File: src/rtl/nn_ctrl_pkg.sv
// Shared types for the layer sequencer: FSM state encoding,
// default data width and the ReLU helper.
package nn_ctrl_pkg;

    localparam int DEF_W = 32;

    typedef enum logic [2:0] {
        S_IDLE      = 3'd0,
        S_ISSUE     = 3'd1,
        S_WAIT_ACK  = 3'd2,
        S_WAIT_DONE = 3'd3,
        S_WRITE     = 3'd4,
        S_FINISH    = 3'd5
    } state_t;

    // ReLU keeps a two's-complement value only when its sign bit is clear.
    function automatic logic relu_keep(input logic msb);
        return !msb;
    endfunction

endpackage

File: src/rtl/layer_sequencer_if.sv
// Layer sequencer bundle: controller go/done, inner-product
// start/ready handshake and output-buffer write port.
interface layer_sequencer_if
    import nn_ctrl_pkg::*;
#(
    parameter int W  = DEF_W,
    parameter int AW = 8
);
    logic          go;
    logic          busy;
    logic          done;
    logic          ip_start;
    logic          ip_ready;
    logic [W-1:0]  ip_result;
    logic [31:0]   neuron_sel;
    logic          wr_en;
    logic [AW-1:0] wr_addr;
    logic [W-1:0]  wr_data;

    modport master (
        input  go, ip_ready, ip_result,
        output busy, done, ip_start, neuron_sel,
        output wr_en, wr_addr, wr_data
    );

    modport slave (
        output go, ip_ready, ip_result,
        input  busy, done, ip_start, neuron_sel,
        input  wr_en, wr_addr, wr_data
    );
endinterface

File: src/rtl/seq_index_counter.sv
// Neuron index counter: synchronous clear, enable, saturates at
// M-1 and flags the terminal neuron.
module seq_index_counter #(
    parameter int M  = 10,
    parameter int IW = 4
) (
    input  logic          clk,
    input  logic          rst,
    input  logic          clr,
    input  logic          en,
    output logic [IW-1:0] idx,
    output logic          last
);
    localparam logic [IW-1:0] LAST_IDX = IW'(M - 1);

    assign last = (idx == LAST_IDX);

    // Index register; never advances past the last neuron.
    always_ff @(posedge clk or posedge rst) begin
        if (rst)
            idx <= '0;
        else if (clr)
            idx <= '0;
        else if (en && !last)
            idx <= idx + IW'(1);
    end
endmodule

File: src/rtl/layer_sequencer.sv
// Runs one inner-product computation per neuron of a layer and writes
// each result to the output buffer. Define RELU_EN to apply ReLU.
module layer_sequencer
    import nn_ctrl_pkg::*;
#(
    parameter int M  = 10,
    parameter int W  = DEF_W,
    parameter int AW = 8
) (
    input  logic               clk,
    input  logic               rst,
    layer_sequencer_if.master  bus
);
    localparam int IW = (M > 1) ? $clog2(M) : 1;

    state_t        state;
    state_t        state_nx;
    logic          pending;
    logic          pending_nx;
    logic          idx_clr;
    logic          idx_en;
    logic          idx_last;
    logic [IW-1:0] idx;
    logic          cap;
    logic [W-1:0]  cap_val;
    logic [W-1:0]  wr_q;

    seq_index_counter #(
        .M  (M),
        .IW (IW)
    ) u_idx (
        .clk  (clk),
        .rst  (rst),
        .clr  (idx_clr),
        .en   (idx_en),
        .idx  (idx),
        .last (idx_last)
    );

`ifdef RELU_EN
    assign cap_val = bus.ip_result & {W{relu_keep(bus.ip_result[W-1])}};
`else
    assign cap_val = bus.ip_result;
`endif

    // State and deferred-start flag registers.
    always_ff @(posedge clk or posedge rst) begin
        if (rst) begin
            state   <= S_IDLE;
            pending <= 1'b0;
        end else begin
            state   <= state_nx;
            pending <= pending_nx;
        end
    end

    // Next-state logic; a go seen while the unit is busy is
    // remembered until the unit reports idle.
    always_comb begin
        state_nx   = state;
        pending_nx = pending;
        idx_clr    = 1'b0;
        idx_en     = 1'b0;
        cap        = 1'b0;
        unique case (state)
            S_IDLE: begin
                if ((bus.go || pending) && bus.ip_ready) begin
                    state_nx   = S_ISSUE;
                    pending_nx = 1'b0;
                    idx_clr    = 1'b1;
                end else if (bus.go) begin
                    pending_nx = 1'b1;
                end
            end
            S_ISSUE: state_nx = S_WAIT_ACK;
            S_WAIT_ACK: begin
                if (!bus.ip_ready)
                    state_nx = S_WAIT_DONE;
            end
            S_WAIT_DONE: begin
                if (bus.ip_ready) begin
                    state_nx = S_WRITE;
                    cap      = 1'b1;
                end
            end
            S_WRITE: begin
                idx_en   = !idx_last;
                state_nx = idx_last ? S_FINISH : S_ISSUE;
            end
            S_FINISH: state_nx = S_IDLE;
            default:  state_nx = S_IDLE;
        endcase
    end

    // Result capture on the edge where the unit reports completion.
    always_ff @(posedge clk or posedge rst) begin
        if (rst)
            wr_q <= '0;
        else if (cap)
            wr_q <= cap_val;
    end

    assign bus.busy       = (state != S_IDLE);
    assign bus.done       = (state == S_FINISH);
    assign bus.ip_start   = (state == S_ISSUE);
    assign bus.wr_en      = (state == S_WRITE);
    assign bus.neuron_sel = 32'(idx);
    assign bus.wr_addr    = AW'(idx);
    assign bus.wr_data    = wr_q;
endmodule

File: src/flat_wrapper.sv
// flat-port wrapper written by rule: the top's interface ports become plain ports
module layer_sequencer_flat import nn_ctrl_pkg::*;
#(
    parameter int M  = 10,
    parameter int W  = DEF_W,
    parameter int AW = 8
)
  (clk, rst, bus_go, bus_ip_ready, bus_ip_result, bus_busy, bus_done, bus_ip_start, bus_neuron_sel, bus_wr_en, bus_wr_addr, bus_wr_data);
  layer_sequencer_if #(.W(W), .AW(AW)) bus_i ();
  input  logic clk;
  input  logic rst;
  input wire logic [$bits(bus_i.go)-1:0] bus_go;
  input wire logic [$bits(bus_i.ip_ready)-1:0] bus_ip_ready;
  input wire logic [$bits(bus_i.ip_result)-1:0] bus_ip_result;
  output wire logic [$bits(bus_i.busy)-1:0] bus_busy;
  output wire logic [$bits(bus_i.done)-1:0] bus_done;
  output wire logic [$bits(bus_i.ip_start)-1:0] bus_ip_start;
  output wire logic [$bits(bus_i.neuron_sel)-1:0] bus_neuron_sel;
  output wire logic [$bits(bus_i.wr_en)-1:0] bus_wr_en;
  output wire logic [$bits(bus_i.wr_addr)-1:0] bus_wr_addr;
  output wire logic [$bits(bus_i.wr_data)-1:0] bus_wr_data;
  assign bus_i.go = bus_go;
  assign bus_i.ip_ready = bus_ip_ready;
  assign bus_i.ip_result = bus_ip_result;
  assign bus_busy = bus_i.busy;
  assign bus_done = bus_i.done;
  assign bus_ip_start = bus_i.ip_start;
  assign bus_neuron_sel = bus_i.neuron_sel;
  assign bus_wr_en = bus_i.wr_en;
  assign bus_wr_addr = bus_i.wr_addr;
  assign bus_wr_data = bus_i.wr_data;
  layer_sequencer #(.M(M), .W(W), .AW(AW)) u_core (.clk(clk), .rst(rst), .bus(bus_i));
endmodule
File: config.mk
export PLATFORM = sky130hd
export DESIGN_NAME = layer_sequencer_flat
export DESIGN_NICKNAME = d
export VERILOG_FILES = /design/src/rtl/nn_ctrl_pkg.sv /design/src/rtl/layer_sequencer_if.sv /design/src/rtl/seq_index_counter.sv /design/src/rtl/layer_sequencer.sv /design/src/flat_wrapper.sv
export SDC_FILE = /design/constraint.sdc
export NUM_CORES = 1
export LEC_CHECK = 0
export BUFFER_PORTS_ARGS = -buffer_cell sky130_fd_sc_hd__clkbuf_2
export CORE_ASPECT_RATIO = 0.7
export CORE_MARGIN = 1.5
export CORE_UTILIZATION = 47
export DETAILED_ROUTE_END_ITERATION = 8
export GPL_ROUTABILITY_DRIVEN = 0
export GPL_TIMING_DRIVEN = 0
export HOLD_SLACK_MARGIN = 0.06
export PLACE_DENSITY_LB_ADDON = 0.3
export SLEW_MARGIN = 40
export SYNTH_ARGS = -nofsm -noshare
export SYNTH_HDL_FRONTEND = slang
export SYNTH_SLANG_ARGS = --single-unit
File: constraint.sdc
create_clock -name clk -period 3.05 [get_ports clk]
set_clock_uncertainty 0.1 [all_clocks]
set_input_delay 0.61 -clock clk [delete_from_list [all_inputs] [get_ports clk]]
set_output_delay 0.61 -clock clk [all_outputs]
set_load 0.005 [all_outputs]
Word level (Yosys, flattened, before mapping)
Index checks and enable logic that the tools add are counted.
Operators by class
  add/subtract/negate cells: 1
  equality and inequality tests: 9
  mux-type cells: 14
  reduce and logical (&&, ||, !) cells: 10
Operators with widths (count)
  $pmux W3 S5: 1
  $mux W3: 4
  $mux W4: 2
  $mux W1: 7
  $eq A3 B2 Y1 const B: 2
  $eq A3 B3 Y1 const B: 2
  $add A4 B1 Y4 const B: 1
  $eq A4 B4 Y1 const B: 1
  $ne A2 B2 Y1 const B: 2
  $reduce_bool A2 Y1: 2
  $eq A3 B1 Y1 const B: 1
  $logic_not A3 Y1: 1
  $reduce_and A3 Y1: 1
  $reduce_bool A3 Y1: 1
  $logic_and A1 B1 Y1: 2
  $ne A2 B1 Y1 const B: 1
  $reduce_and A2 Y1: 1
  $logic_not A1 Y1: 1
  $logic_or A1 B1 Y1: 1
Word-level totals
  bits in registers: 40
  output and inout bits: 76

Longest topological paths before layout
  depth after elaboration: 6
  gate-level depth with buffers: 5

Hierarchy
Synthesis repeated with hierarchy kept, for this count alone.
Unflattened totals
  cell total of the unflattened synthesis: 155
  area total of the unflattened synthesis: 2079.5 µm²
By module, submodules not included
  layer_sequencer: times used 1, cells an instance 131, area each 1839.3 µm²
  seq_index_counter: times used 1, cells an instance 24, area each 240.2 µm²

Worst setup path after synthesis
No wires, ideal clock.
  path type: reg2out
  start: reg u_core.state[0]
  end: out bus_wr_en
  data arrival time: 967 ps
  required time: 2340 ps
  slack: 1373 ps
  stages on the path, launching flop included: 4
  cell sequence: dfrtp_1 buf_6 or3b_4 clkinv_4
Between the ends
  word-level cells in the longest chain between the ends: 1
RTL lines
  start, declared: RTL line layer_sequencer.sv:16  | state_t state;
  start signal, assigned: RTL line layer_sequencer.sv:52  | state <= state_nx;
  $eq A3 B3 Y1: RTL line layer_sequencer.sv:106  | assign bus.wr_en = (state == S_WRITE);
  end, declared: RTL line flat_wrapper.sv:19  | output wire logic [$bits(bus_i.wr_en)-1:0] bus_wr_en;
Every way passes these cells.

Worst setup path in the final report
Ends and elaborated chain as after synthesis.

==> results.md <==
- The run finished with clean final reports.
- In the layout the commonest cells are clkbuf_2 (79), dfrtp_1 (40), buf_4 (37).
- The initialized floorplan defines 19 standard-cell rows.
- The half-perimeter wire length of the detailed placement result is about 2900 um.
- The post-route netlist has between 60% and 70% of its cells at a drive strength greater than 1.
- The clock insertion delay at the later pin of the skew report is 0.28 ns.
- Across all layers, the routed design uses 1425 vias.
- The routed design has around 3600 um of wire.
- The fraction of synthesized cell area taken by the top area cell type is about half.
- The most common cell after layout, fill and taps aside is clkbuf_2.
- The first-pass iteration count of the detailed router is 4.
- The category of the most critical setup path is reg2out.
- The H-tree depth is 2.
- The instance count of the mapped netlist is about 150.
- The first global-routing pass estimated between 5000 and 6000 um of wire.
- After synthesis, the cell types taking the most area are dfrtp_1 (51%), mux2_2 (17%), buf_4 (14%).
- dfrtp_1 takes more of the synthesized area than any other cell.
- Clock-pin slew was measured on the worst setup and hold paths at around 0.07 ns.
- The per-instance average area after synthesis is around 13 um^2.
- The number of hold-slack violations in the final timing report came to 0.
- The buffer depth of the longest clock path is 2.
- The die is roughly 57 um tall.
- The number of antenna violations at the first check in global routing came to 0.
- The net count of the finished layout is between 300 and 400.
- Overall power consumption after layout is estimated at 2191 uW.
- The top-level port count is between 100 and 150.
- Dividing the detail-routed via count by the number of cells gives 4.425.
- The slowest stage of the critical path is the or3b_4 cell.
- The total overflow left after global routing is 0.
- For this configuration, the core starts out at a cell density of 49.40%.
- STA puts the critical path data required time at about 2.3 ns.
- After synthesis, flip-flops and latches occupy 51.35% of the total area.
- The detailed-route DRC error count is 0.
- The area of the core is approximately 3900 um^2.
- The fill cell total of the finished layout is roughly 340.
- The number of hold buffers added after CTS was 0.
- The overall routing resource usage is between 15 and 20%.
- The total CTS buffers is 5.
- The final critical path takes up 69.05% of the cycle.
- The sort of element at the end of the critical path is a primary output.
- The via count of the first global-routing pass is approximately 1300.
- The die is roughly 80 um wide.
- The largest driver fanout on the critical path is 9.
- The yosys synthesis warning count is 0.
- TritonCTS built the clock tree.
- The buffers inserted during post-CTS setup optimization is 0.
- The number of port buffers is approximately 80.
- From synthesis to final layout, the design area changed by 35.24%.
- Across the run, the number of max-cap violations was 0.
- The type of the worst min-delay path is in2async.
- The area of the die is approximately 4500 um^2.
- The worst stage delay on the critical path is 0.43 ns.
- The clock period could shrink to 2.106 ns.
- Hold is met by ~0.17 ns.
- The starting DRC count in detailed routing is 51.
- Setup repair after global routing left no endpoint under its margin.
- The count of cells resized by post-cts repair is 0.
- In this run the power density over the cells is 830.9 nW/um^2.
- The setup-violating endpoint count in the final report is 0.
- The post-route setup TNS is 0 ns.
- The total count of max-transition violations in the final report was 0.
- Dividing the detail-routed wire length by the instance count gives approximately 11 um.
- The maximum clock frequency is around 0.47 GHz.
- The root buffer cell chosen for the clock tree is clkbuf_8.
- The clock drives 40 sinks.
- The repair_antennas step left the layout with diodes totalling 0.
- The combined flip-flop and latch cell area is between 1000 and 1500 um^2.
- The cell area that synthesis handed to floorplanning was 1949 um^2.
- Data arrives at the worst endpoint at approximately 1.4 ns.
- Walking the worst path, the cells encountered are buf_6 -> or3b_4 -> clkinv_4 -> clkbuf_2.
- The multi-input combinational cells in the finished layout cover a total of 740.7 um^2.
- The number of distinct library cell variants in the gate-level netlist after synthesis is 33.
- For this design the static power due to leakage is 0.001458 uW.
- The post-detailed-route count of antenna-violating nets is 0.
- The worst voltage drop across the vdd grid is 0.5198 mV.
- The number of register bits inferred by synthesis is 40.
- The pin count of the biggest net entering global routing is 26.
- STA classifies the critical path startpoint as a register.
[sequential cells by signal (all words and copies together) (netlist names)]
name,count
u_core.bus.wr_data,32
u_core.pending,1
u_core.state,3
u_core.u_idx.idx,4
[through the flow]
stage	worst slack [ns]	instances	utilization [%]	area (um^2)
after floorplan	1.373	182	-	2066
after global placement	0.9327	313	64.01	2526
after detailed placement	1.250	314	64.52	2546
after CTS	0.9323	322	66.80	2636
after global routing	0.8656	322	66.80	2636
final	0.9439	322	66.80	2636
[worst paths after layout]
| check | start | to | slack, ns | cells past startpoint |
|---|---|---|---|---|
| worst min register to register | u_core.bus.wr_data[14] | u_core.bus.wr_data[14] | 0.40 | 1 |
| worst min-delay path | rst | u_core.bus.wr_data[6] | 0.17 | 2 |
| worst max-delay path | u_core.state[0] | bus_wr_en | 0.94 | 4 |
| max in group asynchronous | rst | u_core.bus.wr_data[18] | 2.24 | 3 |
| worst max register to register | u_core.state[2] | u_core.bus.wr_data[16] | 1.49 | 3 |
| min in group clk | u_core.bus.wr_data[14] | u_core.bus.wr_data[14] | 0.40 | 1 |
[Yosys cell counts]
cell type	instances
nand3_1	1
o22a_1	1
buf_2	3
ha_1	2
xor2_1	1
o21bai_1	1
dfrtp_1	40
a31oi_1	1
o21a_1	1
nand2_1	1
nand4b_4	1
nor3_1	2
nand2b_1	1
nor3b_1	1
o221ai_1	1
conb_1	1
o32ai_1	1
inv_1	3
mux2i_1	2
nand3_2	1
and3b_1	2
a21oi_1	3
or3b_4	1
mux2_2	29
o21ai_0	3
buf_6	1
or4b_4	1
nor2_1	2
o21ai_1	1
buf_4	37
nand3b_1	1
mux2_1	3
clkinv_4	1
[logic make-up after synthesis]
family	after synthesis	synth area share (%)
buf+inv	45	16.62
flops	40	51.35
mux	34	19.51
simple gates	15	6.354
compound gates	13	4.236
fa+ha+maj	2	1.283
other cells	1	0.1924
xor+xnor	1	0.4494
[routing by layer]
metal / track usage (%) / routed length [um]
met5: 0 / 0
met4: 5.172 / 17
met3: 5.366 / 346
met2: 28.93 / 1782
met1: 19.87 / 1500
[layout make-up]
| type | count | area share, % |
|---|---|---|
| timing repair buffer | 80 | 15.76 |
| clock buffer | 8 | 3.417 |
| multi-input combinational | 97 | 28.10 |
| sequential | 40 | 37.97 |
| buffer | 41 | 11.53 |
| inverter | 4 | 0.7594 |
| tap | 52 | 2.468 |
[report_power, final]
group,total (uW),switching [uW],internal (uW)
combinational,899,367,532
clock,346,162,184
sequential,946,155,791
total,2190,683,1510
[worst max-delay path: cells and delay by family (launching register included)]
| kind | cells | cell delay [ns] |
|---|---|---|
| DFF | 1 | 0.38 |
| buffers and inverters | 3 | 0.31 |
| and+or+nand+nor | 1 | 0.43 |
(Power assumes the default switching activity.)
